--- config.mk ---
export PLATFORM = sky130hd
export DESIGN_NAME = regfile_write_arbiter
export DESIGN_NICKNAME = d
export VERILOG_FILES = /design/src/rtl/regfile_write_arbiter.sv
export SDC_FILE = /design/constraint.sdc
export NUM_CORES = 1
export LEC_CHECK = 0
export BUFFER_PORTS_ARGS = -buffer_cell sky130_fd_sc_hd__buf_2
export CAP_MARGIN = 20
export CORE_MARGIN = 1
export CORE_UTILIZATION = 30
export CTS_BUF_LIST = sky130_fd_sc_hd__clkbuf_2
export DETAILED_ROUTE_END_ITERATION = 8
export PLACE_DENSITY = 0.64
export SLEW_MARGIN = 20
export SYNTH_ARGS = -nofsm -noshare
export SYNTH_HDL_FRONTEND = slang
export SYNTH_SLANG_ARGS = --single-unit
--- constraint.sdc ---
create_clock -name clk -period 3.1 [get_ports clk]
set_clock_uncertainty 0.1 [all_clocks]
set_input_delay 0.31 -clock clk [delete_from_list [all_inputs] [get_ports clk]]
set_output_delay 0.31 -clock clk [all_outputs]
set_load 0.05 [all_outputs]
--- src/rtl/regfile_write_arbiter.sv ---
// Register file write-port arbiter.
// A round-robin grant picks one of NUM_REQ write-back sources each cycle. The
// winning write is registered for one cycle before it reaches the array.
// A bypass covers the cycle in which a write sits in that output register.
module regfile_write_arbiter #(
  parameter int NUM_REQ = 3,
  parameter int ADDR_W  = 5,
  parameter int DATA_W  = 32
) (
  input  logic                       clk,
  input  logic                       rst_n,
  input  logic [NUM_REQ-1:0]         req_valid,
  input  logic [NUM_REQ*ADDR_W-1:0]  req_addr,
  input  logic [NUM_REQ*DATA_W-1:0]  req_data,
  output logic [NUM_REQ-1:0]         req_ready,
  output logic                       rf_write_enable,
  output logic [ADDR_W-1:0]          rf_write_address,
  output logic [DATA_W-1:0]          rf_write_data,
  input  logic [ADDR_W-1:0]          byp_read_address_0,
  output logic                       byp_hit_0,
  output logic [DATA_W-1:0]          byp_data_0,
  input  logic [ADDR_W-1:0]          byp_read_address_1,
  output logic                       byp_hit_1,
  output logic [DATA_W-1:0]          byp_data_1
);

  localparam int PTR_W = (NUM_REQ > 1) ? $clog2(NUM_REQ) : 1;

  logic [PTR_W-1:0]  rr_ptr_q, rr_ptr_d;
  logic              we_q, we_d;
  logic [ADDR_W-1:0] addr_q, addr_d;
  logic [DATA_W-1:0] data_q, data_d;

  logic              found;
  logic [PTR_W-1:0]  grant_idx;
  logic [PTR_W:0]    scan_idx;
  logic [ADDR_W-1:0] sel_addr;
  logic [DATA_W-1:0] sel_data;

  // Round-robin scan: first valid requester at or after rr_ptr, wrapping.
  // Grants are suppressed while reset is asserted.
  always_comb begin
    found     = 1'b0;
    grant_idx = '0;
    scan_idx  = '0;
    for (int k = 0; k < NUM_REQ; k++) begin
      scan_idx = {1'b0, rr_ptr_q} + (PTR_W+1)'(k);
      if (scan_idx >= (PTR_W+1)'(NUM_REQ)) begin
        scan_idx = scan_idx - (PTR_W+1)'(NUM_REQ);
      end
      if (!found && req_valid[scan_idx[PTR_W-1:0]]) begin
        found     = 1'b1;
        grant_idx = scan_idx[PTR_W-1:0];
      end
    end
    if (!rst_n) begin
      found = 1'b0;
    end
  end

  // One-hot ready decoded from the winning index.
  always_comb begin
    req_ready = '0;
    for (int i = 0; i < NUM_REQ; i++) begin
      req_ready[i] = found && (grant_idx == PTR_W'(i));
    end
  end

  assign sel_addr = req_addr[grant_idx*ADDR_W +: ADDR_W];
  assign sel_data = req_data[grant_idx*DATA_W +: DATA_W];

  // Next-state: pointer moves past the winner, output stage captures the write.
  // Writes to x0 complete the handshake but never enable the array.
  always_comb begin
    rr_ptr_d = rr_ptr_q;
    we_d     = 1'b0;
    addr_d   = addr_q;
    data_d   = data_q;
    if (found) begin
      rr_ptr_d = (grant_idx == PTR_W'(NUM_REQ-1)) ? '0 : grant_idx + 1'b1;
      we_d     = (sel_addr != '0);
      addr_d   = sel_addr;
      data_d   = sel_data;
    end
  end

  // State registers; reset drops any write held in the output stage.
  always_ff @(posedge clk) begin
    if (!rst_n) begin
      rr_ptr_q <= '0;
      we_q     <= 1'b0;
      addr_q   <= '0;
      data_q   <= '0;
    end else begin
      rr_ptr_q <= rr_ptr_d;
      we_q     <= we_d;
      addr_q   <= addr_d;
      data_q   <= data_d;
    end
  end

  assign rf_write_enable  = we_q;
  assign rf_write_address = addr_q;
  assign rf_write_data    = data_q;

  // Bypass from the output stage; x0 never hits.
  always_comb begin
    byp_hit_0  = we_q && (addr_q == byp_read_address_0) && (byp_read_address_0 != '0);
    byp_hit_1  = we_q && (addr_q == byp_read_address_1) && (byp_read_address_1 != '0);
    byp_data_0 = byp_hit_0 ? data_q : '0;
    byp_data_1 = byp_hit_1 ? data_q : '0;
  end

endmodule
==> results of run 1 <==
report_power, final:
| part | total, W | leakage, nW | switching (W) | internal [W] |
|---|---|---|---|---|
| clock | 0.000321 | 0.0406 | 0.000185 | 0.000136 |
| sequential | 0.000946 | 0.334 | 0.000207 | 0.000738 |
| combinational | 0.00381 | 2.01 | 0.00239 | 0.00142 |
| total | 0.00507 | 2.38 | 0.00278 | 0.00229 |
logic make-up after synthesis:
kind of cell	Yosys count	share of synthesized area
AO/OA/AOI/OAI	90	0.215
XOR/XNOR	8	0.0224
adder cells (fa/ha/maj)	4	0.0160
buffers and inverters	36	0.0617
flip-flops	40	0.257
multiplexers	42	0.141
AND/OR/NAND/NOR	171	0.287
critical path: stages (launching register included):
cell and delay (ns):
dfxtp_2 0.42, inv_1 0.09, ha_4 0.21, mux2i_4 0.20
mux2_4 0.31, and2_1 0.17, a221o_2 0.39, nor3_2 0.18
buf_4 0.22
path summary, 6_finish.rpt:
path | from | endpoint | slack (ns) | cells past startpoint
max reg2reg | rr_ptr_q[1] | rf_write_data[2] | 0.29 | 11
min | req_data[31] | rf_write_data[31] | 0.1 | 3
max | rr_ptr_q[1] | req_ready[2] | 0.12 | 8
min reg2reg | rf_write_data[24] | rf_write_data[24] | 0.39 | 2
what timing repair did:
item                                    4_1_cts  5_1_grt
endpoints found under the setup margin        3        3
pin swaps                                     1        0
gates resized for setup                       8       10
buffers inserted                              1        0
synth_stat cells (all sizes together) (5+ instances only):
cell type  count  area, um2
buf           14        110
and2          70        438
mux2i         34        340
clkbuf        19       71.3
xor2           6       52.6
dfxtp         40        801
o21ai         10       50.1
mux2           8        101
a22oi          5       37.5
o211ai        27        203
a21boi        34        255
nand2         72        270
metrics by stage:
stage / worst slack [ns] / std cells / area [um2]
2_1_floorplan: -0.0284 / 391 / 3130
3_3_place_gp: 0.305 / 736 / 4380
3_5_place_dp: 0.219 / 736 / 4380
4_1_cts: 0.00137 / 745 / 4490
5_1_grt: -0.00448 / 745 / 4550
6_report: 0.125 / 745 / 4550
registers in the layout, indices dropped and copies added (netlist names):
register and count:
rf_write_data 32, rf_write_address 5, rr_ptr_q 2, rf_write_enable 1
area by class of cell:
cell class / instances / area [um2]
Tap cell: 133 / 166
Inverter: 3 / 11.3
Clock inverter: 3 / 42.5
Fill cell: 1032 / 5360
Clock buffer: 5 / 25.0
Sequential cell: 40 / 803
Timing Repair Buffer: 246 / 1280
Multi-Input combinational cell: 315 / 2220
routing by layer:
| metal | up-vias | track usage | part of all wire |
|---|---|---|---|
| li1 | 1798 | - | - |
| met1 | 1590 | 0.208 | 0.42 |
| met4 | 0 | 0.0245 | 0.0021 |
| met3 | 2 | 0.0332 | 0.059 |
| met5 | - | 0 | 0 |
| met2 | 138 | 0.361 | 0.52 |
==> qor.csv, run 1 <==
stage;metric;value;unit
sta;Tmin final;2.98;ns
synth;synth warn;0;
synth;Netlist Area Pre-Place;3120;um2
grt;vias in the first global route;3353;
sta;Max Slew Vio Count;0;
synth;Top FF cell, synth;dfxtp_1;
cts;hold-fix buffers at CTS;0;
floorplan;Ports;233;
floorplan;Die Span Y;104;um
final_layout;area grow syn2layout;45.7;%
final_layout;Antenna diodes;0;
cts;clk_lat worst skew;0.38;ns
hold_path;Min-Delay Path Class;input pin to flip-flop;
floorplan;core area;9910;um2
synth;FFs w/ async S/R, synth;0;
critical_path;crit path DAT;2.57;ns
synth;Post-Syn Nets;521;
sta;Final setup viols;0;
grt;Total GRT Usage;0.184;
floorplan;Die W;104;um
final_layout;commonest non-fill, non-tap cells in the layout;229 x buf_2, 72 x nand2_1, 70 x and2_1;
sta;final hold violations;0;
sta;final hold slack;0.0966;ns
outcome;run status;finished clean;
critical_path;crit path max fanout;7;
detailed_routing;drt pass-1 iters;4;
critical_path;critical path class;flip-flop to output port;
place;port buffer count;232;
place;dpl hpwl;7.95;mm
floorplan;row count;36;
grt;grt ovf;0;
grt;first-pass GRT wire length;16.5;mm
detailed_routing;Final Routed Wirelength;10.5;mm
cts;Reg clk slew, reported paths;0.22;ns
detailed_routing;vias after detailed routing;3528;
synth;Post-Syn Instances;391;
cts;CTS tree;yes;
synth;Seq/Total Area, Yosys;0.257;
synth;Synth Register Bits;40;
critical_path;crit start category;flip-flop;
grt;initial antenna violation count;0;
power_and_ir_drop;VDD IR max;0.675;mV
cts;clock buffer count from CTS;5;
floorplan;Initial Utilization;0.315;
grt;largest net degree at the start of global routing;40;
synth;synth unique cells;41;
cts;CTS Buffer Depth;2;
final_layout;post-layout util;0.459;
final_layout;nets;741;
sta;max frequency;336;MHz
sta;worst rel slew slack;0.740;
detailed_routing;DRC;0;
floorplan;die area;10800;um2
sta;Setup TNS Final;0;ns
detailed_routing;Detail Route Antenna Nets;0;
cts;CTS root buf;clkbuf_2;
final_layout;most common cell after layout, fill and taps aside;buf_2;
place;routability cong.;0.821;
synth;Syn Area/Cell;7.98;um2
power_and_ir_drop;Total Power;0.00507;W
synth;EDFF count, synth;0;
detailed_routing;DR vias/cell;4.74;
critical_path;Req. time, crit path;2.69;ns
sta;Final period util;0.960;
cts;clk sinks;40;
cts;H-tree levels;2;
detailed_routing;initial DRC count;132;
detailed_routing;per-cell routed wire length;14.1;um
sta;Tightest Pin Transition;0.391;ns
power_and_ir_drop;Power Density;1120;nW/um2
power_and_ir_drop;LEAKAGE;2.38;nW
run;max cap viols;0;
critical_path;Crit. End Element;output port;
final_layout;share of cells above drive strength 1;0.451;
Note: power is estimated with default switching activity, not from simulation.
==> inputs of run 2 (changes only) <==
--- a/config.mk
+++ b/config.mk
@@ -5,7 +5,7 @@
 export SDC_FILE = /design/constraint.sdc
 export NUM_CORES = 1
 export LEC_CHECK = 0
-export BUFFER_PORTS_ARGS = -buffer_cell sky130_fd_sc_hd__buf_2
+export BUFFER_PORTS_ARGS = -buffer_cell sky130_fd_sc_hd__buf_4
 export CAP_MARGIN = 20
 export CORE_MARGIN = 1
 export CORE_UTILIZATION = 30
==> run 2 against run 1 <==
Effect of this change:
- global-route usage grew 1.8 points
- critical path type unchanged
- combinational power grew 5%
- first-iteration DRC count grew 23%
- highest routed layer unchanged
- via count is 2.7% higher
==> qor.csv, run 2 (same netlist as run 1, synthesis figures left out) <==
stage;metric;value;unit;change
outcome;run status;finished clean;;unchanged
sta;final hold violations;0;;unchanged
cts;CTS Buffer Depth;2;;unchanged
cts;CTS tree;yes;;unchanged
critical_path;Buf/Inv on CP;3;;was 2
critical_path;Crit. End Element;output port;;unchanged
critical_path;Worst Setup SP;rr_ptr_q[0];;was rr_ptr_q[1]
sta;Final WS setup;0.142;ns;was 0.125 ns
final_layout;share of cells above drive strength 1;0.448;;was 0.451
critical_path;slowest stage delay, CP;0.42;ns;about the same
sta;Final period util;0.954;;was 0.960
floorplan;die area;10800;um2;unchanged
sta;Max Slew Vio Count;0;;unchanged
detailed_routing;DR vias/cell;4.87;;was 4.74
sta;Tightest Pin Transition;0.605;ns;was 0.391 ns
sta;worst rel slew slack;0.596;;was 0.740
place;port buffer count;232;;unchanged
sta;Final setup viols;0;;unchanged
cts;clock buffer count from CTS;5;;unchanged
sta;Tmin final;2.96;ns;was 2.98 ns
sta;Setup TNS Final;0;ns;unchanged
critical_path;RR Endpoint;rf_write_enable;;was rf_write_data[2]
floorplan;Initial Utilization;0.315;;unchanged
detailed_routing;per-cell routed wire length;15.3;um;was 14.1 um
grt;vias in the first global route;3442;;was 3,353
critical_path;crit path max fanout;19;;was 7
grt;initial antenna violation count;1;;was 0
cts;clk sinks;40;;unchanged
critical_path;crit path cell chain;inv_1 > ha_4 > and4b_1 > a2111oi_4 > a221oi_4 > buf_8 > nor3_4 > buf_6;;was inv_1 > ha_4 > mux2i_4 > mux2_4 > and2_1 > a221o_2 > nor3_2 > buf_4
floorplan;core area;9910;um2;unchanged
detailed_routing;vias after detailed routing;3622;;was 3,528
grt;Total GRT Usage;0.202;;was 0.184
critical_path;worst reg2reg path depth;10;;was 11
critical_path;crit path DAT;2.55;ns;was 2.57 ns
critical_path;slowest CP cell;dfxtp_2;;unchanged
critical_path;Reg2Reg Launch Point;rr_ptr_q[0];;was rr_ptr_q[1]
floorplan;row count;36;;unchanged
final_layout;Antenna diodes;0;;unchanged
floorplan;Ports;233;;unchanged
floorplan;Die Span Y;104;um;unchanged
cts;hold-fix buffers at CTS;0;;unchanged
place;dpl hpwl;8.54;mm;was 7.95 mm
power_and_ir_drop;LEAKAGE;2.50;nW;was 2.38 nW
critical_path;critical path class;flip-flop to output port;;unchanged
cts;Reg clk slew, reported paths;0.25;ns;was 0.22 ns
final_layout;post-layout util;0.517;;was 0.459
power_and_ir_drop;Power Density;1030;nW/um2;was 1120 nW/um2
floorplan;Die W;104;um;unchanged
cts;CTS root buf;clkbuf_2;;unchanged
hold_path;Min-Delay Path Class;input pin to flip-flop;;unchanged
power_and_ir_drop;Total Power;0.00530;W;was 0.00507 W
cts;H-tree levels;2;;unchanged
run;max cap viols;0;;unchanged
final_layout;fill cell count;979;;was 1,032
detailed_routing;Detail Route Antenna Nets;0;;unchanged
critical_path;R2R Setup Slk;0.22;ns;was 0.29 ns
detailed_routing;drt pass-1 iters;5;;was 4
place;placed inst area;4940;um2;was 4380 um2
power_and_ir_drop;VDD IR max;0.634;mV;was 0.675 mV
grt;largest net degree at the start of global routing;43;;was 40
sta;max frequency;338;MHz;was 336 MHz
grt;first-pass GRT wire length;17.7;mm;was 16.5 mm
hold_path;hold depth;3;;unchanged
final_layout;most common cell after layout, fill and taps aside;buf_4;;was buf_2
place;routability cong.;0.827;;was 0.821
final_layout;area grow syn2layout;64.2;%;was 45.7%
detailed_routing;Final Routed Wirelength;11.4;mm;was 10.5 mm
final_layout;number of flip-flops in the largest register;32;;unchanged
final_layout;Post-Layout Inst Area;5130;um2;was 4550 um2
sta;RSZ-0062 raised after global routing;no;;
critical_path;cell family with most CP delay;buffers and inverters;;was multiplexers
hold_path;worst hold path startpoint;req_data[19];;was req_data[31]
cts;clk_lat worst skew;0.41;ns;was 0.38 ns
place;Place WS;0.0818;ns;was 0.219 ns
final_layout;nets;740;;was 741
hold_path;worst hold endpoint;rf_write_data[19];;was rf_write_data[31]
critical_path;crit start category;flip-flop;;unchanged
detailed_routing;initial DRC count;163;;was 132
grt;grt ovf;0;;unchanged
final_layout;commonest non-fill, non-tap cells in the layout;242 x buf_4, 72 x nand2_1, 70 x and2_1;;was 229 x buf_2, 72 x nand2_1, 70 x and2_1
critical_path;Req. time, crit path;2.69;ns;about the same
detailed_routing;DRC;0;;unchanged
## run 2: worst register-to-register path: stages, from the launching register on
cell and delay [ns]:
dfxtp_2 0.42, inv_1 0.10, ha_4 0.31, nor4bb_1 0.35, nor3b_2 0.10, a221oi_4 0.30
buf_4 0.24, mux2_2 0.34, mux2_4 0.26, nor2_1 0.13, a41oi_1 0.13
## run 2: power breakdown
part	switching (W)	internal, W
Sequential	0.000223	0.000741
Clock	0.000201	0.000139
Combinational	0.00243	0.00157
Total	0.00285	0.00245
## run 2: how the worst max path moves through the flow
stage | end | slack (ns) | depth (start not counted)
after floorplan | req_ready[2] | -0.03 | 10
after global placement | rf_write_data[26] | 0.21 | 10
after detailed placement | rf_write_enable | 0.08 | 9
after CTS | req_ready[2] | 0.003 | 8
after global routing | req_ready[0] | 0.005 | 8
final | req_ready[2] | 0.14 | 8
## run 2: what timing repair did
action	CTS	global route
resized for setup	9	9
endpoints found under the hold margin	0	0
pin swaps	0	2
setup buffers	1	2
endpoints found under the setup margin	3	4
## run 2: final cells by class
cell class,instances,area (um2),area share
multi-input combinational,315,2220,0.433
timing repair buffer,245,1850,0.362
sequential,40,806,0.157
tap,133,166,0.0325
clock inverter,3,46.3,0.00903
clock buffer,5,25.0,0.00488
inverter,3,11.3,0.00220
## run 2: metrics by stage
step	std cells	hold slack, ns
6_report	744	0.0625
5_1_grt	744	0.0558
4_1_cts	742	0.0265
3_5_place_dp	733	0.377
3_3_place_gp	733	0.367
2_1_floorplan	391	0.411
## run 2: routing by layer
layer,vias to the layer above,GRT usage,wire length [um]
li1,1795,-,-
met4,0,0.0459,129
met3,11,0.0376,741
met5,-,0,0
met1,1664,0.233,4650
met2,152,0.381,5840
==> inputs of run 3 (changes only) <==
--- a/config.mk
+++ b/config.mk
@@ -12,6 +12,7 @@
 export CTS_BUF_LIST = sky130_fd_sc_hd__clkbuf_2
 export DETAILED_ROUTE_END_ITERATION = 8
 export PLACE_DENSITY = 0.64
+export RECOVER_POWER = 50
 export SLEW_MARGIN = 20
 export SYNTH_ARGS = -nofsm -noshare
 export SYNTH_HDL_FRONTEND = slang
==> run 3 against run 2 <==
Effect of this change:
- via count down 0.66%
- count of clock-buffer cells in the layout is the same
- wire length is 0.18% lower
- sequential share of layout area is 0.47 points higher
- fmax hardly changed
- largest cell class unchanged
- largest power group unchanged
==> qor.csv, run 3 (same netlist as run 1, synthesis figures left out) <==
stage;metric;value;unit;change
outcome;run status;finished clean;;unchanged
detailed_routing;Detail Route Antenna Nets;0;;unchanged
floorplan;Die W;104;um;unchanged
grt;initial antenna violation count;1;;unchanged
critical_path;Crit. End Element;output port;;unchanged
sta;final hold violations;0;;unchanged
detailed_routing;drt pass-1 iters;4;;was 5
power_and_ir_drop;LEAKAGE;2.33;nW;was 2.50 nW
grt;grt ovf;0;;unchanged
place;routability cong.;0.827;;unchanged
critical_path;R2R Setup Slk;0.22;ns;about the same
critical_path;crit start category;flip-flop;;unchanged
power_and_ir_drop;Power Density;1030;nW/um2;about the same
grt;GRT busiest layer;met2;;unchanged
critical_path;Req. time, crit path;2.69;ns;about the same
sta;Final period util;0.954;;about the same
cts;H-tree levels;2;;unchanged
grt;GR Layer Usage met1;0.233;;unchanged
final_layout;Final Non-Filler Cells;744;;unchanged
critical_path;crit path max fanout;19;;unchanged
sta;final hold slack;0.0589;ns;was 0.0625 ns
cts;CTS tree;yes;;unchanged
place;port buffer count;232;;unchanged
critical_path;worst reg2reg path depth;10;;unchanged
sta;Max Slew Vio Count;0;;unchanged
sta;Tightest Pin Transition;0.657;ns;was 0.605 ns
grt;met2 usage;0.381;;unchanged
final_layout;share of cells above drive strength 1;0.386;;was 0.448
sta;Tmin final;2.96;ns;about the same
floorplan;core area;9910;um2;unchanged
floorplan;die area;10800;um2;unchanged
final_layout;nets;740;;unchanged
floorplan;Ports;233;;unchanged
cts;CTS Buffer Depth;2;;unchanged
cts;clk sinks;40;;unchanged
detailed_routing;Final Routed Wirelength;11.3;mm;was 11.4 mm
cts;clock buffer count from CTS;5;;unchanged
grt;Total GRT Usage;0.202;;unchanged
detailed_routing;vias after detailed routing;3598;;was 3,622
final_layout;most common cell after layout, fill and taps aside;buf_4;;unchanged
final_layout;post-layout util;0.502;;was 0.517
place;dpl hpwl;8.54;mm;unchanged
floorplan;row count;36;;unchanged
hold_path;Min-Delay Path Class;input pin to flip-flop;;unchanged
run;max cap viols;0;;unchanged
grt;largest net degree at the start of global routing;43;;unchanged
cts;CTS root buf;clkbuf_2;;unchanged
place;Cells after DPL;733;;unchanged
detailed_routing;initial DRC count;130;;was 163
hold_path;hold depth;3;;unchanged
cts;hold-fix buffers at CTS;0;;unchanged
sta;Final setup viols;0;;unchanged
grt;first-pass GRT wire length;17.7;mm;unchanged
final_layout;Antenna diodes;0;;unchanged
sta;max frequency;338;MHz;about the same
sta;RSZ-0062 raised after global routing;no;;unchanged
final_layout;number of flip-flops in the largest register;32;;unchanged
critical_path;critical path class;flip-flop to output port;;unchanged
sta;worst rel slew slack;0.562;;was 0.596
detailed_routing;DRC;0;;unchanged
final_layout;area grow syn2layout;59.5;%;was 64.2%
floorplan;Die Span Y;104;um;unchanged
grt;vias in the first global route;3442;;unchanged
power_and_ir_drop;VDD IR max;0.633;mV;was 0.634 mV
detailed_routing;DR vias/cell;4.84;;was 4.87
floorplan;Initial Utilization;0.315;;unchanged
cts;clk_lat worst skew;0.41;ns;about the same
final_layout;commonest non-fill, non-tap cells in the layout;187 x buf_4, 72 x nand2_1, 68 x and2_1;;was 242 x buf_4, 72 x nand2_1, 70 x and2_1
cts;Reg clk slew, reported paths;0.25;ns;about the same
critical_path;crit path DAT;2.55;ns;about the same
detailed_routing;per-cell routed wire length;15.2;um;was 15.3 um
sta;Setup TNS Final;0;ns;unchanged
grt;met3 GRT Util;0.0376;;unchanged
final_layout;fill cell count;1014;;was 979
## run 3: final timing paths
check | from | end
setup / recovery | rr_ptr_q[0] | req_ready[2]
hold / removal | req_data[19] | rf_write_data[19]
setup reg to reg | rr_ptr_q[0] | rf_write_enable
hold reg to reg | rf_write_data[8] | rf_write_data[8]
## run 3: per-layer routing
metal	vias to the layer above	share of wire
met5	-	0
met4	0	0.011
met3	11	0.065
met2	147	0.51
met1	1644	0.41
li1	1796	-
## run 3: layout make-up
class / count / area, um2 / area share
multi-input combinational: 315 / 2220 / 0.445
timing repair buffer: 245 / 1710 / 0.343
sequential: 40 / 806 / 0.162
tap: 133 / 166 / 0.0334
clock inverter: 3 / 46.3 / 0.00930
clock buffer: 5 / 25.0 / 0.00503
inverter: 3 / 11.3 / 0.00226
## run 3: stage by stage
| stage | setup WS [ns] | total power, W | instance area [um2] |
|---|---|---|---|
| 2_1_floorplan | -0.0284 | 0.00388 | 3130 |
| 3_3_place_gp | 0.213 | 0.00474 | 4940 |
| 3_5_place_dp | 0.0818 | 0.00482 | 4940 |
| 4_1_cts | 0.00303 | 0.00524 | 5060 |
| 5_1_grt | 0.00454 | 0.00553 | 4980 |
| 6_report | 0.144 | 0.00511 | 4980 |
## run 3: repair_timing
item / CTS / global route
endpoints found under the setup margin: 3 / 4
pin swaps: 0 / 2
setup buffers: 1 / 2
gates resized for setup: 9 / 9
## run 3: critical path, cell delays in order, from the launching register on
cell,delay [ns]
dfxtp_2,0.42
inv_1,0.10
ha_4,0.31
and4b_1,0.25
a2111oi_4,0.38
a221oi_4,0.08
buf_8,0.19
nor3_4,0.21
buf_6,0.18
## run 3: power by group
group | total [W] | switching [W] | leakage [nW] | internal, W
clock | 0.000340 | 0.000201 | 0.0396 | 0.000139
combinational | 0.00381 | 0.00242 | 1.96 | 0.00140
sequential | 0.000956 | 0.000215 | 0.334 | 0.000741
